$ cat src/rtl/weather_pkg.sv
// Shared weather-station types: mode encoding, compass codes and 7-segment glyphs.
// Glyphs are active-high {g,f,e,d,c,b,a}; the display driver inverts them for the pads.
package weather_pkg;

  typedef enum logic [2:0] {
    ST_RAIN     = 3'd0,
    ST_WIND_SPD = 3'd1,
    ST_WIND_DIR = 3'd2,
    ST_ELAPSED  = 3'd3,
    ST_CALIB    = 3'd4
  } state_t;

  typedef enum logic [2:0] {
    DIR_N  = 3'd0,
    DIR_NE = 3'd1,
    DIR_E  = 3'd2,
    DIR_SE = 3'd3,
    DIR_S  = 3'd4,
    DIR_SW = 3'd5,
    DIR_W  = 3'd6,
    DIR_NW = 3'd7
  } compass_t;

  localparam logic [6:0] SEG_0     = 7'h3F;
  localparam logic [6:0] SEG_1     = 7'h06;
  localparam logic [6:0] SEG_2     = 7'h5B;
  localparam logic [6:0] SEG_3     = 7'h4F;
  localparam logic [6:0] SEG_4     = 7'h66;
  localparam logic [6:0] SEG_5     = 7'h6D;
  localparam logic [6:0] SEG_6     = 7'h7D;
  localparam logic [6:0] SEG_7     = 7'h07;
  localparam logic [6:0] SEG_8     = 7'h7F;
  localparam logic [6:0] SEG_9     = 7'h6F;
  localparam logic [6:0] SEG_C     = 7'h39;
  localparam logic [6:0] SEG_A     = 7'h77;
  localparam logic [6:0] SEG_L     = 7'h38;
  localparam logic [6:0] SEG_N     = 7'h37;
  localparam logic [6:0] SEG_E     = 7'h79;
  localparam logic [6:0] SEG_S     = 7'h6D;
  localparam logic [6:0] SEG_W     = 7'h3E;
  localparam logic [6:0] SEG_DASH  = 7'h40;
  localparam logic [6:0] SEG_BLANK = 7'h00;

  // BCD nibble to glyph; non-decimal codes render blank.
  function automatic logic [6:0] seg_digit(input logic [3:0] d);
    case (d)
      4'd0:    seg_digit = SEG_0;
      4'd1:    seg_digit = SEG_1;
      4'd2:    seg_digit = SEG_2;
      4'd3:    seg_digit = SEG_3;
      4'd4:    seg_digit = SEG_4;
      4'd5:    seg_digit = SEG_5;
      4'd6:    seg_digit = SEG_6;
      4'd7:    seg_digit = SEG_7;
      4'd8:    seg_digit = SEG_8;
      4'd9:    seg_digit = SEG_9;
      default: seg_digit = SEG_BLANK;
    endcase
  endfunction

endpackage

$ cat src/rtl/bin2bcd_seq.sv
// Sequential double-dabble converter: one add-3/shift step per clock, VAL_W clocks.
// Ports: start_i loads bin_i and (re)starts, abort_i drops a conversion in progress,
//        busy_o high while stepping, done_o one-clock pulse with bcd_o holding the result.
module bin2bcd_seq #(
  parameter int unsigned VAL_W = 14
) (
  input  logic             clk,
  input  logic             rst,
  input  logic             start_i,
  input  logic             abort_i,
  input  logic [VAL_W-1:0] bin_i,
  output logic             busy_o,
  output logic             done_o,
  output logic [15:0]      bcd_o
);

  localparam int unsigned CNT_W = $clog2(VAL_W + 1);

  logic [VAL_W-1:0] sh_q, sh_d;
  logic [15:0]      bcd_q, bcd_d, adj;
  logic [CNT_W-1:0] cnt_q, cnt_d;
  logic             busy_q, busy_d, done_q, done_d;

  // Next-state: start wins over abort, abort wins over stepping.
  always_comb begin
    sh_d   = sh_q;
    bcd_d  = bcd_q;
    cnt_d  = cnt_q;
    busy_d = busy_q;
    done_d = 1'b0;
    adj    = bcd_q;
    for (int i = 0; i < 4; i++) begin
      if (adj[4*i +: 4] >= 4'd5) adj[4*i +: 4] = adj[4*i +: 4] + 4'd3;
    end
    if (start_i) begin
      sh_d   = bin_i;
      bcd_d  = 16'd0;
      cnt_d  = CNT_W'(VAL_W);
      busy_d = 1'b1;
    end else if (abort_i) begin
      busy_d = 1'b0;
    end else if (busy_q) begin
      {bcd_d, sh_d} = {adj, sh_q} << 1;
      cnt_d = cnt_q - CNT_W'(1);
      if (cnt_q == CNT_W'(1)) begin
        busy_d = 1'b0;
        done_d = 1'b1;
      end
    end
  end

  always_ff @(posedge clk) begin
    if (rst) begin
      sh_q   <= '0;
      bcd_q  <= '0;
      cnt_q  <= '0;
      busy_q <= 1'b0;
      done_q <= 1'b0;
    end else begin
      sh_q   <= sh_d;
      bcd_q  <= bcd_d;
      cnt_q  <= cnt_d;
      busy_q <= busy_d;
      done_q <= done_d;
    end
  end

  assign busy_o = busy_q;
  assign done_o = done_q;
  assign bcd_o  = bcd_q;

endmodule

$ cat src/rtl/display_scan_ctrl.sv
// 4-digit multiplexed 7-segment driver for the weather station display modes.
// Ports: clk/rst (sync, active-high), tick_1kHz scan strobe, display_mode and the
//        measurement inputs in; active-low seg_n/dp_n/digit_n and busy out.
module display_scan_ctrl
  import weather_pkg::*;
#(
  parameter int unsigned VAL_W    = 14,
  parameter int unsigned MAX_DISP = 9999
) (
  input  logic             clk,
  input  logic             rst,
  input  logic             tick_1kHz,
  input  logic [2:0]       display_mode,
  input  logic [VAL_W-1:0] rain_tenths,
  input  logic [VAL_W-1:0] wind_kmh,
  input  logic [2:0]       wind_dir,
  input  logic [VAL_W-1:0] elapsed_min,
  output logic [6:0]       seg_n,
  output logic             dp_n,
  output logic [3:0]       digit_n,
  output logic             busy
);

  logic [1:0]       scan_idx_q, scan_idx_d, disp_idx_q, disp_idx_d;
  logic             live_q, live_d, blank_q, blank_d;
  logic [2:0]       mode_q, mode_d;
  logic [15:0]      bcd_q, bcd_d, conv_bcd;
  logic [6:0]       seg_q, seg_d;
  logic             dp_q, dp_d;
  logic [3:0]       digit_q, digit_d;
  logic             mode_chg, conv_go, conv_busy, conv_done;
  logic [VAL_W-1:0] raw, operand;
  logic [6:0]       glyph, let1, let0;
  logic             dp_on, nz3, nz32, nz321;
  logic [3:0]       nib;

  bin2bcd_seq #(.VAL_W(VAL_W)) u_bcd (
    .clk     (clk),
    .rst     (rst),
    .start_i (conv_go),
    .abort_i (mode_chg),
    .bin_i   (operand),
    .busy_o  (conv_busy),
    .done_o  (conv_done),
    .bcd_o   (conv_bcd)
  );

  // Start logic, scan counter and blanking. A mode change always restarts;
  // a wrap start is dropped while a conversion is still running.
  always_comb begin
    mode_chg = (display_mode != mode_q);
    conv_go  = mode_chg | (tick_1kHz & (scan_idx_q == 2'd3) & ~conv_busy);
    case (display_mode)
      ST_RAIN:     raw = rain_tenths;
      ST_WIND_SPD: raw = wind_kmh;
      ST_ELAPSED:  raw = elapsed_min;
      default:     raw = '0;
    endcase
    operand = (raw > VAL_W'(MAX_DISP)) ? VAL_W'(MAX_DISP) : raw;

    scan_idx_d = tick_1kHz ? scan_idx_q + 2'd1 : scan_idx_q;
    // The tick shows the digit the counter pointed at, so digit 0 lights first.
    disp_idx_d = tick_1kHz ? scan_idx_q : disp_idx_q;
    live_d     = live_q | tick_1kHz;
    mode_d     = conv_go ? display_mode : mode_q;
    blank_d    = blank_q;
    bcd_d      = bcd_q;
    if (mode_chg) begin
      blank_d = 1'b1;
    end else if (conv_done) begin
      blank_d = 1'b0;
      bcd_d   = conv_bcd;
    end
  end

  // Glyph mux for the digit being shown, from next-state values.
  always_comb begin
    nz3   = (bcd_d[15:12] != 4'd0);
    nz32  = nz3 | (bcd_d[11:8] != 4'd0);
    nz321 = nz32 | (bcd_d[7:4] != 4'd0);
    case (disp_idx_d)
      2'd0:    nib = bcd_d[3:0];
      2'd1:    nib = bcd_d[7:4];
      2'd2:    nib = bcd_d[11:8];
      default: nib = bcd_d[15:12];
    endcase
    case (compass_t'(wind_dir))
      DIR_N:   {let1, let0} = {SEG_BLANK, SEG_N};
      DIR_NE:  {let1, let0} = {SEG_N, SEG_E};
      DIR_E:   {let1, let0} = {SEG_BLANK, SEG_E};
      DIR_SE:  {let1, let0} = {SEG_S, SEG_E};
      DIR_S:   {let1, let0} = {SEG_BLANK, SEG_S};
      DIR_SW:  {let1, let0} = {SEG_S, SEG_W};
      DIR_W:   {let1, let0} = {SEG_BLANK, SEG_W};
      default: {let1, let0} = {SEG_N, SEG_W};
    endcase
    glyph = SEG_BLANK;
    dp_on = 1'b0;
    case (mode_d)
      ST_RAIN: begin
        dp_on = (disp_idx_d == 2'd1);
        case (disp_idx_d)
          2'd3:    glyph = nz3  ? seg_digit(nib) : SEG_BLANK;
          2'd2:    glyph = nz32 ? seg_digit(nib) : SEG_BLANK;
          default: glyph = seg_digit(nib);
        endcase
      end
      ST_WIND_SPD, ST_ELAPSED: begin
        case (disp_idx_d)
          2'd3:    glyph = nz3   ? seg_digit(nib) : SEG_BLANK;
          2'd2:    glyph = nz32  ? seg_digit(nib) : SEG_BLANK;
          2'd1:    glyph = nz321 ? seg_digit(nib) : SEG_BLANK;
          default: glyph = seg_digit(nib);
        endcase
      end
      ST_WIND_DIR: begin
        case (disp_idx_d)
          2'd1:    glyph = let1;
          2'd0:    glyph = let0;
          default: glyph = SEG_BLANK;
        endcase
      end
      ST_CALIB: begin
        case (disp_idx_d)
          2'd3:    glyph = SEG_C;
          2'd2:    glyph = SEG_A;
          2'd1:    glyph = SEG_L;
          default: glyph = SEG_BLANK;
        endcase
      end
      default: glyph = SEG_DASH;
    endcase
    seg_d   = blank_d ? 7'h7F : ~glyph;
    dp_d    = ~(dp_on & ~blank_d);
    digit_d = live_d ? ~(4'b0001 << disp_idx_d) : 4'hF;
  end

  always_ff @(posedge clk) begin
    if (rst) begin
      scan_idx_q <= 2'd0;
      disp_idx_q <= 2'd0;
      live_q     <= 1'b0;
      blank_q    <= 1'b1;
      mode_q     <= 3'd0;
      bcd_q      <= 16'd0;
      seg_q      <= 7'h7F;
      dp_q       <= 1'b1;
      digit_q    <= 4'hF;
    end else begin
      scan_idx_q <= scan_idx_d;
      disp_idx_q <= disp_idx_d;
      live_q     <= live_d;
      blank_q    <= blank_d;
      mode_q     <= mode_d;
      bcd_q      <= bcd_d;
      seg_q      <= seg_d;
      dp_q       <= dp_d;
      digit_q    <= digit_d;
    end
  end

  assign seg_n   = seg_q;
  assign dp_n    = dp_q;
  assign digit_n = digit_q;
  assign busy    = conv_busy;

endmodule
$ cat config.mk
export PLATFORM = sky130hd
export DESIGN_NAME = display_scan_ctrl
export DESIGN_NICKNAME = d
export VERILOG_FILES = /design/src/rtl/weather_pkg.sv /design/src/rtl/bin2bcd_seq.sv /design/src/rtl/display_scan_ctrl.sv
export SDC_FILE = /design/constraint.sdc
export NUM_CORES = 1
export LEC_CHECK = 0
export CORE_UTILIZATION = 45
export CTS_CLUSTER_DIAMETER = 100
export CTS_CLUSTER_SIZE = 14
export DETAILED_ROUTE_END_ITERATION = 10
export GPL_TIMING_DRIVEN = 0
export PLACE_DENSITY = 0.73
export RECOVER_POWER = 25
export SKIP_CTS_REPAIR_TIMING = 1
export SLEW_MARGIN = 20
export SYNTH_ARGS = -nofsm -noshare
export SYNTH_HDL_FRONTEND = slang
export SYNTH_HIERARCHICAL = 1
export SYNTH_SLANG_ARGS = --single-unit
$ cat constraint.sdc
create_clock -name clk -period 10.55 [get_ports clk]
set_clock_uncertainty 0.2 [all_clocks]
set_input_delay 2.11 -clock clk [delete_from_list [all_inputs] [get_ports clk]]
set_output_delay 2.11 -clock clk [all_outputs]
set_load 0.005 [all_outputs]
==> run_results.csv <==
group,metric,value,unit
run_status,status,"complete, no violations",
timing,hold_violations,0,
global_route,antenna_found_initial,0,
power,comb_power_share,15.5,%
yosys,ys_seq_area_share,33.6,%
timing,tns,0,ns
layout,fill_cells,883,
layout,finalNetCount,672,
drt,vias_per_cell,5.69,
timing,max_freq,178,MHz
timing,drv_slew,0,
yosys,synth.top_cell.area_share,33.6,%
drt,drtPass1Iterations,5,
clock_network,cts_buffer_depth,2,
floorplan,die_w,100,um
yosys,yosysWarnings,6,
yosys,synth_largest_area_cell,"dfxtp_1",
drt,drt_iter0_drc,227,
timing,post-route-min-period,5.61,ns
layout,num_antenna_cells,0,
clock_network,clkSlewWorstSetupHoldPaths,0.08,ns
run,cap_violations,0,
setup_path,critPathKind,"input port to flip-flop",
yosys,ys_ff_latch,73,
timing,slew_headroom,33.4,%
yosys,synthArstFlopShare,0,%
timing,hold_slack,0.261,ns
drt,antenna_left,0,
power,p_int,0.461,mW
layout,syn_to_final_growth,22.3,%
clock_network,numCtsBuffers,9,
yosys,ys_top_cells_by_area,"dfxtp_1, mux2i_1, nor2_1, ha_1, nand2_1",
power,total_power,0.630,mW
global_route,grt_pass1_wl,19.1,mm
yosys,syn_avg_cell_area,8.13,um^2
timing,rsz0062_at_grt,"false",
layout,mostFrequentLayoutCell,"dfxtp_1",
floorplan,die_h,100,um
power,power_density,118,mW/mm^2
yosys,syn-cell-area,0.00435,mm^2
clock_network,clock-root-buffer,"clkbuf_8",
yosys,yosysUniqueCellTypes,57,
setup_path,start_kind,"input port",
power,p_sw,0.170,mW
place,hpwl,8.74,mm
yosys,synth_edf_count,0,
place,place_area,0.00510,mm^2
clock_network,h-tree-depth,3,
floorplan,ioPinCount,64,
layout,drive_gt1_share,9.34,%
power,p_leak,1.83,nW
global_route,grt_use_total,23.8,%
layout,design_area,0.00532,mm^2
setup_path,crit_fanout,10,
timing,setup_viol,0,
drt,drc,0,
floorplan,rows,35,
power,irDropWorstVdd,0.0000649,V
drt,vias,4204,
yosys,syn-instance-count,535,
timing,fin_crit_sh,53.2,%
floorplan,initial_utilization,46.9,%
floorplan,core-area,0.00928,mm^2
power,clkPwrFrac,38.7,%
min_path,hp-class,"flip-flop to flip-flop",
place,portBuffers,59,
floorplan,die-area,0.0101,mm^2
drt,wl,11.5,mm
power,sw_frac_of_total,26.9,%
global_route,grt_pass1_vias,4095,
clock_network,cts.sinks,73,
clock_network,insertion_delay,0.36,ns
drt,wl_per_cell,15.6,um
global_route,grt_max_degree,14,
setup_path,crit_path_end_kind,"flip-flop",
timing,worstMarginPinSlew,0.988,ns
power,seqPwrFrac,45.8,%
setup_path,crit_required,10.57,ns
yosys,ys.flop_type,"dfxtp_1",
setup_path,crit_arrival,5.63,ns
global_route,gr-total-overflow,0,
layout,final_cell_mix,"dfxtp_1, nor2_1, nand2_1",
clock_network,cts_tree,"built",
yosys,synthesis.nets,602,
place,place_congestion,0.864,
==> routing by layer <==
metal | wire length [um] | GRT usage [%]
met4 | 172 | 7.80
met3 | 563 | 3.97
met1 | 4990 | 28.7
met5 | 0 | 0
met2 | 5780 | 42.8
==> path summary, 6_finish.rpt <==
| check | from | end | cells past startpoint | slack [ns] |
|---|---|---|---|---|
| setup / recovery | display_mode[1] | seg_n[1]$_SDFF_PP1_ | 13 | 4.94 |
| hold / removal | u_bcd/sh_q[13]$_SDFFE_PP0P_ | u_bcd/bcd_o[0]$_SDFFE_PP0P_ | 2 | 0.26 |
| setup reg to reg | mode_q[0]$_SDFF_PP0_ | seg_n[1]$_SDFF_PP1_ | 12 | 6.81 |
| hold reg to reg | u_bcd/sh_q[13]$_SDFFE_PP0P_ | u_bcd/bcd_o[0]$_SDFFE_PP0P_ | 2 | 0.26 |
==> flip-flops by register name (all words and copies together), names as in the netlist <==
name and flops:
u_bcd/busy_o 1, disp_idx_q 2, bcd_q 16, u_bcd/bcd_o 16
seg_n 7, u_bcd/cnt_q 4, blank_q 1, scan_idx_q 2
digit_n 4, u_bcd/done_o 1, live_q 1, u_bcd/sh_q 14
dp_n 1, mode_q 3
==> power by group through the flow <==
| stage | registers, mW | logic (mW) | clock network [mW] |
|---|---|---|---|
| after global placement | 0.295 | 0.0947 | 0 |
| after CTS | 0.289 | 0.0972 | 0.248 |
| final | 0.289 | 0.0976 | 0.244 |
| after floorplan | 0.294 | 0.0595 | 0 |
| after detailed placement | 0.295 | 0.0965 | 0 |
| after global routing | 0.290 | 0.107 | 0.259 |
==> per-stage QoR <==
stage | std cells | setup WS [ns] | util, %
2_1_floorplan | 535 | 5.57 | -
3_3_place_gp | 723 | 4.66 | 55.0
3_5_place_dp | 723 | 4.65 | 55.0
4_1_cts | 739 | 5.00 | 57.3
5_1_grt | 739 | 4.76 | 57.3
6_report | 739 | 4.94 | 57.3
==> area by class of cell <==
type	count	area, um^2	area share [%]
multi-input combinational	400	2610	49.1
sequential	73	1460	27.5
timing repair buffer	59	591	11.1
buffer	33	168	3.15
tap	129	161	3.03
clock buffer	10	128	2.40
inverter	29	109	2.05
clock inverter	6	92.6	1.74
==> Yosys cell counts, types with 12 or more instances <==
library cell	instances
dfxtp_1	73
a21oi_1	32
clkbuf_1	17
mux2_2	16
mux2i_1	29
nor2_1	68
nand2_1	51
nor3_1	14
ha_1	16
a311oi_1	17
inv_1	27
o21ai_0	20
nand3_1	24
nor2b_1	12
==> logic make-up (layout without fill, tap and decap cells) <==
| kind of cell | count (synthesis) | after routing | synth area share [%] |
|---|---|---|---|
| and+or+nand+nor | 198 | 198 | 21.8 |
| DFF | 73 | 73 | 33.6 |
| AOI/OAI and AO/OA | 132 | 132 | 20.8 |
| adders and majority gates | 16 | 16 | 4.60 |
| muxes | 45 | 45 | 10.8 |
| buffers and inverters | 62 | 137 | 6.38 |
| xor gates and xnor gates | 9 | 9 | 1.98 |
==> critical path, stage by stage <==
cell and delay, ns:
clkdlybuf4s50_1 0.50, xor2_1 0.22, nor4_4 0.59, buf_6 0.25
buf_2 0.30, mux2i_1 0.33, nand2_1 0.09, a21oi_1 0.26
a21o_1 0.20, ha_1 0.18, nor3_1 0.06, a211oi_1 0.43
o21ai_1 0.10
No activity file was read; power rests on OpenSTA's default activity.
==> RTL change (same flow settings) <==
Take the reset off `sh_q` and load it in a clocked block of its own.
--- a/src/rtl/bin2bcd_seq.sv
+++ b/src/rtl/bin2bcd_seq.sv
@@ -52,5 +52,4 @@
   always_ff @(posedge clk) begin
     if (rst) begin
-      sh_q   <= '0;
       bcd_q  <= '0;
       cnt_q  <= '0;
@@ -58,5 +57,4 @@
       done_q <= 1'b0;
     end else begin
-      sh_q   <= sh_d;
       bcd_q  <= bcd_d;
       cnt_q  <= cnt_d;
@@ -64,4 +62,8 @@
       done_q <= done_d;
     end
+  end
+
+  always_ff @(posedge clk) begin
+    sh_q <= sh_d;
   end
 
Check against the original RTL: same outputs for any inputs over 4 cycles, from zero or initial values and one cycle with rst high; that may be too few to reach the edited logic, so the function may still have changed.
==> RTL change against the original RTL <==
- sequential power rose by 5%
- sequential share of layout area rose by 3.4 points
- first-iteration DRC count fell by 4.8%
- worst setup slack got worse by 85 ps
- power rose by 0.66%
- wire length fell by 11%
- non-clock buffer count fell by 7
- sequential cell count did not move
- cell area fell by 2.4%
- area after synthesis fell by 2.6%
- die area fell by 2.5%
==> RTL change: results <==
INSERT INTO impl_metrics (metric_group, metric, value, unit) VALUES
('sta', 'final.hold.worst_slack', '303', 'ps'),
('detailed_routing', 'avgViaCountPerCell', '5.66', ''),
('worst_setup_path', 'worst-r2r-setup-slack', '6820', 'ps'),
('power_and_ir_drop', 'fin_total_pwr', '635', 'uW'),
('power_and_ir_drop', 'static-leakage-power', '1.96', 'nW'),
('global_routing', 'grtUsageTotal', '22.1', '%'),
('synth', 'synth_cell_type_count', '59', ''),
('synth', 'synth_xor_area_share', '2.86', '%'),
('synth', 'synth_seq_area_share', '37.8', '%'),
('synth', 'synth_enable_flop_cells', '14', ''),
('layout', 'final.signal_buffer_count', '85', ''),
('run_status', 'status', 'complete, no violations', ''),
('sta', 'period_minus_slack', '5690', 'ps'),
('place', 'post-dp-hpwl', '7790', 'microns'),
('global_routing', 'grt_first_pass_wirelength', '17200', 'microns'),
('layout', 'area_share_clock_buf_inv', '4.36', '%'),
('place', 'pre_cts_ws', '4590', 'ps'),
('layout', 'clkbuf_count', '12', ''),
('power_and_ir_drop', 'power.combinational.total', '90.4', 'uW'),
('synth', 'synth.area.mux_share', '15.2', '%');
-- RTL change: cell count changes in the layout (fill, tap and decap cells not counted), moves of 5 or more --
cell	delta
nand2_1	-27
clkbuf_1	-5
mux2_2	+12
a311oi_1	-13
o2111ai_1	-8
edfxtp_1	+14
a22o_1	+9
nand3_1	-12
dfxtp_1	-14
inv_1	-8
nor2_1	-12
-- RTL change: kinds of logic after synthesis --
family / count (synthesis)
DFF: 73
AOI/OAI and AO/OA: 112
adders and majority gates: 16
xor gates and xnor gates: 13
muxes: 61
buffers and inverters: 47
and+or+nand+nor: 145
-- RTL change: critical path: stages --
cell and delay [ps]:
dlygate4sd3_1 650, xor2_1 210, nor4_4 570, buf_6 250, buf_2 310, mux2i_1 350
nand2_1 90, a21oi_1 240, a21o_1 190, inv_1 80, ha_1 210, o21ai_0 260
o221ai_1 170
-- RTL change: layer usage --
layer	global-route usage [%]	wire length [microns]
met1	28.2	4570
met2	37.4	4920
met3	4.26	591
met4	8.03	172
met5	0	0
